## src/rtl/mc_controller.sv

```systemverilog
// rtl/mc_controller.sv - multi-cycle MIPS main control FSM with mult/div handshake
module mc_controller #(
   parameter int MD_MAX_WAIT = 64
) (
   input  logic       clk,
   input  logic       reset,
   input  logic [5:0] op,
   input  logic [5:0] func,
   input  logic       cmp_eq,
   input  logic       md_busy,
   output logic       ir_we,
   output logic       pc_we,
   output logic [1:0] pc_src,
   output logic       ext_sign,
   output logic       alu_src_b,
   output logic [3:0] alu_op,
   output logic       mem_we,
   output logic       reg_we,
   output logic [1:0] reg_dst,
   output logic [1:0] wd_sel,
   output logic       md_start,
   output logic       md_op,
   output logic       instr_done,
   output logic       illegal,
   output logic       md_timeout
);

   localparam int CW = (MD_MAX_WAIT > 1) ? $clog2(MD_MAX_WAIT) : 1;
   localparam logic [CW-1:0] WAIT_LAST = CW'(MD_MAX_WAIT - 1);

   localparam logic [5:0] OP_SPECIAL = 6'h00;
   localparam logic [5:0] OP_J       = 6'h02;
   localparam logic [5:0] OP_JAL     = 6'h03;
   localparam logic [5:0] OP_BEQ     = 6'h04;
   localparam logic [5:0] OP_ORI     = 6'h0d;
   localparam logic [5:0] OP_LUI     = 6'h0f;
   localparam logic [5:0] OP_LW      = 6'h23;
   localparam logic [5:0] OP_SW      = 6'h2b;

   localparam logic [5:0] FN_NOP  = 6'h00;
   localparam logic [5:0] FN_JR   = 6'h08;
   localparam logic [5:0] FN_MFHI = 6'h10;
   localparam logic [5:0] FN_MFLO = 6'h12;
   localparam logic [5:0] FN_MULT = 6'h18;
   localparam logic [5:0] FN_DIV  = 6'h1a;
   localparam logic [5:0] FN_ADDU = 6'h21;
   localparam logic [5:0] FN_SUBU = 6'h23;

   typedef enum logic [3:0] {
      sFetch, sDecode, sExec, sRwb, sIwb, sMaddr, sMrd, sMwb, sMwr,
      sBr, sJmp, sMdst, sMdwait
   } state_t;

   state_t        state;
   logic [CW-1:0] mdCount;
   logic          isRAlu, isImm, isMem, isBeq, isJump, isMd, isMf, isNop;
   logic          isLegal;
   logic          mdLast;

   assign isLegal = isRAlu | isImm | isMem | isBeq | isJump | isMd | isMf | isNop;
   assign mdLast  = (mdCount == WAIT_LAST);

   // Instruction class decode from the IR opcode/function fields
   always_comb begin
      isRAlu = 1'b0;
      isImm  = 1'b0;
      isMem  = 1'b0;
      isBeq  = 1'b0;
      isJump = 1'b0;
      isMd   = 1'b0;
      isMf   = 1'b0;
      isNop  = 1'b0;
      case (op)
         OP_SPECIAL: begin
            case (func)
               FN_ADDU, FN_SUBU: isRAlu = 1'b1;
               FN_JR:            isJump = 1'b1;
               FN_MULT, FN_DIV:  isMd   = 1'b1;
               FN_MFHI, FN_MFLO: isMf   = 1'b1;
               FN_NOP:           isNop  = 1'b1;
               default: ;
            endcase
         end
         OP_ORI, OP_LUI: isImm  = 1'b1;
         OP_LW, OP_SW:   isMem  = 1'b1;
         OP_BEQ:         isBeq  = 1'b1;
         OP_J, OP_JAL:   isJump = 1'b1;
         default: ;
      endcase
   end

   // State sequencing and mult/div wait counter
   always_ff @(posedge clk or posedge reset) begin
      if (reset) begin
         state   <= sFetch;
         mdCount <= '0;
      end else begin
         case (state)
            sFetch:  state <= sDecode;
            sDecode: begin
               if (isRAlu || isImm)  state <= sExec;
               else if (isMem)       state <= sMaddr;
               else if (isBeq)       state <= sBr;
               else if (isJump)      state <= sJmp;
               else if (isMd)        state <= sMdst;
               else if (isMf)        state <= sRwb;
               else                  state <= sFetch;
            end
            sExec:   state <= isImm ? sIwb : sRwb;
            sMaddr:  state <= (op == OP_LW) ? sMrd : sMwr;
            sMrd:    state <= sMwb;
            sMdst: begin
               state   <= sMdwait;
               mdCount <= '0;
            end
            sMdwait: begin
               if (!md_busy || mdLast) state <= sFetch;
               else                    mdCount <= mdCount + 1'b1;
            end
            default: state <= sFetch;
         endcase
      end
   end

   // Datapath strobes decoded from state and IR fields, forced low during reset
   always_comb begin
      ir_we      = 1'b0;
      pc_we      = 1'b0;
      pc_src     = 2'd0;
      ext_sign   = 1'b0;
      alu_src_b  = 1'b0;
      alu_op     = 4'd0;
      mem_we     = 1'b0;
      reg_we     = 1'b0;
      reg_dst    = 2'd0;
      wd_sel     = 2'd0;
      md_start   = 1'b0;
      md_op      = 1'b0;
      instr_done = 1'b0;
      illegal    = 1'b0;
      md_timeout = 1'b0;
      if (!reset) begin
         case (state)
            sFetch: begin
               ir_we = 1'b1;
               pc_we = 1'b1;
            end
            sDecode: begin
               if (isNop) begin
                  instr_done = 1'b1;
               end else if (!isLegal) begin
                  illegal    = 1'b1;
                  instr_done = 1'b1;
               end
            end
            sExec: begin
               alu_src_b = isImm;
               case (op)
                  OP_ORI:  alu_op = 4'd2;
                  OP_LUI:  alu_op = 4'd3;
                  default: alu_op = (func == FN_SUBU) ? 4'd1 : 4'd0;
               endcase
            end
            sRwb: begin
               reg_we     = 1'b1;
               reg_dst    = 2'd1;
               wd_sel     = isMf ? 2'd3 : 2'd0;
               instr_done = 1'b1;
            end
            sIwb: begin
               reg_we     = 1'b1;
               instr_done = 1'b1;
            end
            sMaddr: begin
               alu_src_b = 1'b1;
               ext_sign  = 1'b1;
            end
            sMwb: begin
               reg_we     = 1'b1;
               wd_sel     = 2'd1;
               instr_done = 1'b1;
            end
            sMwr: begin
               mem_we     = 1'b1;
               instr_done = 1'b1;
            end
            sBr: begin
               pc_src     = 2'd1;
               ext_sign   = 1'b1;
               pc_we      = cmp_eq;
               instr_done = 1'b1;
            end
            sJmp: begin
               pc_we  = 1'b1;
               pc_src = (op == OP_SPECIAL) ? 2'd3 : 2'd2;
               if (op == OP_JAL) begin
                  reg_we  = 1'b1;
                  reg_dst = 2'd2;
                  wd_sel  = 2'd2;
               end
               instr_done = 1'b1;
            end
            sMdst: begin
               md_start = 1'b1;
               md_op    = (func == FN_DIV);
            end
            sMdwait: begin
               if (!md_busy) begin
                  instr_done = 1'b1;
               end else if (mdLast) begin
                  md_timeout = 1'b1;
                  instr_done = 1'b1;
               end
            end
            default: ;
         endcase
      end
   end

endmodule
```

## config.mk

```make
export PLATFORM = sky130hd
export DESIGN_NAME = mc_controller
export DESIGN_NICKNAME = d
export VERILOG_FILES = /design/src/rtl/mc_controller.sv
export SDC_FILE = /design/constraint.sdc
export NUM_CORES = 1
export LEC_CHECK = 0
export CELL_PAD_IN_SITES_DETAIL_PLACEMENT = 2
export CELL_PAD_IN_SITES_GLOBAL_PLACEMENT = 2
export CORE_MARGIN = 4
export CORE_UTILIZATION = 22
export CTS_BUF_LIST = sky130_fd_sc_hd__clkbuf_2
export DETAILED_ROUTE_END_ITERATION = 7
export GPL_ROUTABILITY_DRIVEN = 0
export PLACE_DENSITY = 0.8
export SLEW_MARGIN = 20
export SYNTH_ARGS = -nofsm -noshare
export SYNTH_HDL_FRONTEND = slang
export SYNTH_SLANG_ARGS = --single-unit
```

## constraint.sdc

```tcl
create_clock -name clk -period 2 [get_ports clk]
set_clock_uncertainty 0.1 [all_clocks]
set_input_delay 0.4 -clock clk [delete_from_list [all_inputs] [get_ports clk]]
set_output_delay 0.4 -clock clk [all_outputs]
set_load 0.03 [all_outputs]
```

# Word level (Yosys, flattened, before mapping)

Cells that the tools add are included.

Add/sub/neg operators: 1
Multiply operators: 0
Divide/modulo/power cells: 0
Magnitude comparators: 0
Equality and inequality tests: 29
Shift-type cells: 0
Multiplexer cells: 67
Bitwise logic cells: 7
Reductions and logical operators: 18

Operator list:

| operator                                                               | count |
|---|---|
| 1-bit 2-to-1 mux                                                       | 39 |
| 6-bit equality test (second input constant)                            | 5 |
| 4-bit 2-to-1 mux                                                       | 7 |
| 4-bit one-hot mux with 7 select lines                                  | 1 |
| 6-bit by 5-bit equality test with 1-bit output (second input constant) | 4 |
| 4-bit equality test (second input constant)                            | 5 |
| 6-bit by 4-bit equality test with 1-bit output (second input constant) | 3 |
| 4-bit by 3-bit equality test with 1-bit output (second input constant) | 4 |
| 2-bit 2-to-1 mux                                                       | 8 |
| 2-bit OR reduction                                                     | 8 |
| 6-bit by 2-bit equality test with 1-bit output (second input constant) | 2 |
| 6-bit zero test                                                        | 2 |
| 2-bit one-hot mux with 2 select lines                                  | 3 |
| 6-bit one-hot mux with 2 select lines                                  | 1 |
| 4-bit by 2-bit equality test with 1-bit output (second input constant) | 2 |
| 1-bit one-hot mux with 2 select lines                                  | 4 |
| 1-bit OR                                                               | 7 |
| 6-bit by 1-bit adder with 6-bit output (second input constant)         | 1 |
| 6-bit by 3-bit equality test with 1-bit output (second input constant) | 1 |
| 6-bit 2-to-1 mux                                                       | 1 |
| 2-bit one-hot mux with 3 select lines                                  | 1 |
| 6-bit OR reduction                                                     | 1 |
| 4-bit by 1-bit equality test with 1-bit output (second input constant) | 1 |
| 4-bit zero test                                                        | 1 |
| other kinds (8)                                                        | 10 |

Bits in registers: 10
Latch bits: 0
Bits in writable memories: 0
Bits in read-only memories: 0
Bits of input ports: 16
Memories kept: 0

# Logic depth before layout (Yosys ltp)

Gate-level depths: netlist (run 1).

Word-level depth: 15
Depth in mapped cells: 7

# Worst setup path before layout (run 1)

No wires, ideal clock.

Path kind: input to output
Start: in op[3]
End: out wd_sel[0]
Arrival time: 2.074 ns
Setup slack: -0.574 ns
Cell stages on the path: 5
Buffers on the path: 0
Cell sequence: nor4_2 nand4_1 nor2_1 nor2_1 nor4_1

Longest elaborated chain between the ends: 5

Ends and longest elaborated chain:

| item                                  | line | RTL |
|---|---|---|
| start, declared                       | 7    | `input logic [5:0] op,` |
| 6-bit zero test                       | 73   | `case (op)` |
| 1-bit 2-to-1 mux                      | 73   |  |
| 2-bit 2-to-1 mux                      | 167  | `wd_sel = isMf ? 2'd3 : 2'd0;` |
| 2-bit one-hot mux with 3 select lines | 143  | `case (state)` |
| 2-bit 2-to-1 mux                      | 142  | `if (!reset) begin` |
| end, declared                         | 20   | `output logic [1:0] wd_sel,` |

Every way passes these cells.

# Worst setup path after layout (run 1)

Start: in func[5]
End: out instr_done

Longest elaborated chain between the ends: 15
Elaborated cells between the ends (all ways): 32
Those cells by class: 7 x eq/ne; 14 x mux; 7 x bitwise; 4 x reduce/logical

Ends and longest elaborated chain:

| item                                    | line | RTL |
|---|---|---|
| start, declared                         | 8    | `input logic [5:0] func,` |
| 6-bit equality test                     | 75   | `case (func)` |
| 2-bit OR reduction                      | 75   |  |
| 1-bit 2-to-1 mux                        | 75   |  |
| 1-bit 2-to-1 mux                        | 73   |  |
| 1-bit OR (7 in series)                  | 60   | `assign isLegal = isRAlu \| isImm \| isMem \| isBeq \| isJump \| isMd \| isMf \| isNop;` |
| 1-bit 2-to-1 mux                        | 151  | `end else if (!isLegal) begin` |
| 1-bit 2-to-1 mux *                      | 149  | `if (isNop) begin` |
| 1-bit one-hot mux with 3 select lines * | 143  |  |
| 1-bit 2-to-1 mux *                      | 142  |  |
| end, declared                           | 23   | `output logic instr_done,` |

Mark *: on every way between the ends. The rest lies on a longest branch, timed or not.

==> results of run 1 <==
[worst max-delay path: cells and delay by family]
family / cells / cell delay [ps]
and+or+nand+nor: 2 / 600
buffers and inverters: 2 / 260
AOI/OAI and AO/OA: 3 / 740
[state kept, by name (all words and copies together), names as in the netlist]
| register | count |
|---|---|
| mdCount | 6 |
| state | 4 |
[cell families after synthesis]
kind of cell | after synthesis
flip-flops | 10
buffers and inverters | 12
AO/OA/AOI/OAI | 33
adder cells (fa/ha/maj) | 1
XOR/XNOR | 2
AND/OR/NAND/NOR | 85
other | 1
multiplexers | 2
[cells in the mapped netlist (all sizes together), types with 3 or more instances]
master  count  area share [%]
a21o        3             2.1
a21oi       7             3.3
a31oi       3             1.8
and3        3             1.8
buf         5             2.9
clkbuf      5             1.8
dfrtp      10              23
nand2      15             5.3
nand2b      4             2.3
nand3       9             4.2
nand4       6             4.1
nor2       13             4.6
nor2b       5             2.9
nor3       10             4.7
nor3b       3             2.1
nor4        6             4.1
o21ai       8             3.7
or2         3             1.8
or3         3             1.8
[final timing paths]
check | start | cells after the start | end
worst max-delay path | func[5] | 7 | instr_done
worst min-delay path | mdCount[2] | 1 | mdCount[2]
worst max register to register | state[0] | 8 | mdCount[5]
worst min register to register | mdCount[2] | 1 | mdCount[2]
max in group asynchronous | reset | 4 | state[2]
min in group asynchronous | reset | 4 | mdCount[3]
[power groups by stage]
stage / Combinational (W) / Sequential [W] / Clock, W
global placement: 0.000576 / 0.000245 / 0
global route: 0.00121 / 0.000266 / 0.000156
finish: 0.00117 / 0.000267 / 0.000142
CTS: 0.000841 / 0.000248 / 0.000137
floorplan: 0.000324 / 0.000239 / 0
detailed placement: 0.000615 / 0.000249 / 0
[per-stage QoR]
stage,TNS [ps],hold WS [ps]
2_1_floorplan,-877.9,156.6
5_1_grt,-7281,519.8
3_3_place_gp,-7314,388.4
3_5_place_dp,-9303,453.1
4_1_cts,-3035,428.9
6_report,-6116,515.9
[cell type report]
type	count	share of cell area, %
clock inverter	1	0.1446
clock buffer	3	0.5786
multi-input combinational	125	45.37
tap	67	3.230
sequential	10	9.836
inverter	2	0.2893
timing repair buffer	111	40.55
[layer usage]
layer	vias up	routed length (um)	global-route usage (%)
met3	26	531	3.480
li1	748	-	-
met5	-	0	0
met4	0	296	8.541
met1	903	4074	31.10
met2	77	4619	47.26
[what timing repair did]
action	4_1_cts	5_1_grt
resized for setup	122	58
pin swaps	30	23
setup buffers	19	20
setup endpoints to repair	23	26
==> metrics, run 1 <==
failing checks setup timing; Final Core Density 54.94%; Worst Setup Start Kind input port; post-detail-place hpwl 4554 um; R2R Setup Slk -240 ps; clk sink count 10; Max Buffers Root-to-Sink 2; leakage power 1.097 nW; Ports 37; Yosys reg bits 10; DR iter-0 viols 93; Total GRT Usage 25.99%; Cells after Synth 146; WS Path Type input port to output port; fin worst setup slack -506.0 ps; CP endpoint kind output port; Synth Cell Area 1070 um2; switching share of power 46.36%; router iterations before antenna repair 4; Routed Antenna Nets 0; Max Fanout on Critical Path 2; die area 6042 um2; largest net degree at the start of global routing 15; area fraction in compound gates after synthesis 21.05%; Placed Cells 281; Synth Area in Adders 1.170%; clk_lat worst skew 310 ps; top_reg_cell synth dfrtp_1; final setup fails 25; status finished, violations left; unique cell type count in the Yosys netlist 45; Final Non-Filler Cells 319; H-tree levels 1; design area 2595 um2; Psw 0.0007336 W; Seq pwr share 16.8%; mux cell area share after synthesis 1.988%; Max transition margin 65.76%; die span in x 77.73 um; register area share after synthesis 23.39%; most frequent cells in the layout buf_4, buf_6, nand2_1; worst endpoint required time 1500 ps; Clock transition at path regs 110 ps; Period minus WS final 2506 ps; routed vias/inst 5.498; overall power 0.001582 W; fraction of registers with async set or reset after synthesis 100.0%; Crit-path slowest cell or3_4; vias 1754; initial antenna violation count 0; max-slew violations 0; PortBufs 34; wire per inst 29.85 um; worst vdd ir 0.3259 mV; HP Class register to register; multi-input logic area 1177 um2; Post-Synth Simple-Gate Area 45.03%; total wire length 9521 um; Clock power frac 9.0%; MaxCap Viol Count 0; nets 270; final hold violation count 0; Synth Warn # 0; Worst Path Arrival 2010 ps; FILL cells 463; unrepaired setup endpoints after global routing yes; fin crit share 125.3%; global-route wire length before repair 11810 um; placed cell area 1823 um2; die height 77.73 um; Congestion Overflow GR 0; hold buffer count at cts 0; CTS Buf Count 3; Core Area 4723 um2; Post-Synthesis Mean Instance Area 7.327 um2; clock root buffer clkbuf_2; synthesis-to-finish area growth 142.6%; Comb pwr share 74.2%; CTS tree done; area taken by flip-flops and latches 255.2 um2; Ant. Diodes 0; Initial Util 22.65%; Pwr Density 609.8 nW/um2; detailed-route DRC error count 0; Place WS -823.1 ps; layout cell share with drive strength beyond 1 70.63%; critical-path cell list buf_8 -> and3b_1 -> o211ai_1 -> o311ai_2 -> or3_4 -> a31oi_4 -> buf_6; max incr delay on CP 410 ps; Pint 0.0008487 W; row count 25; post-synthesis xor/xnor area fraction 1.637%; most common cell after layout, fill and taps aside buf_4; vias in the first global route 1868; main combinational cell family by area after synthesis simple AND/OR/NAND/NOR gates; Worst Tran Pin Value 510.2 ps; fmax 399.0 MHz; Post-synth EDFFs 0
Note: power is estimated with default switching activity, not from simulation.
==> run 2, diff against run 1 <==
--- a/config.mk
+++ b/config.mk
@@ -5,6 +5,7 @@
 export SDC_FILE = /design/constraint.sdc
 export NUM_CORES = 1
 export LEC_CHECK = 0
+export ABC_AREA = 0
 export CELL_PAD_IN_SITES_DETAIL_PLACEMENT = 2
 export CELL_PAD_IN_SITES_GLOBAL_PLACEMENT = 2
 export CORE_MARGIN = 4
==> results of run 2 <==
The final DEF is identical to that of run 1; final timing and power are the same.
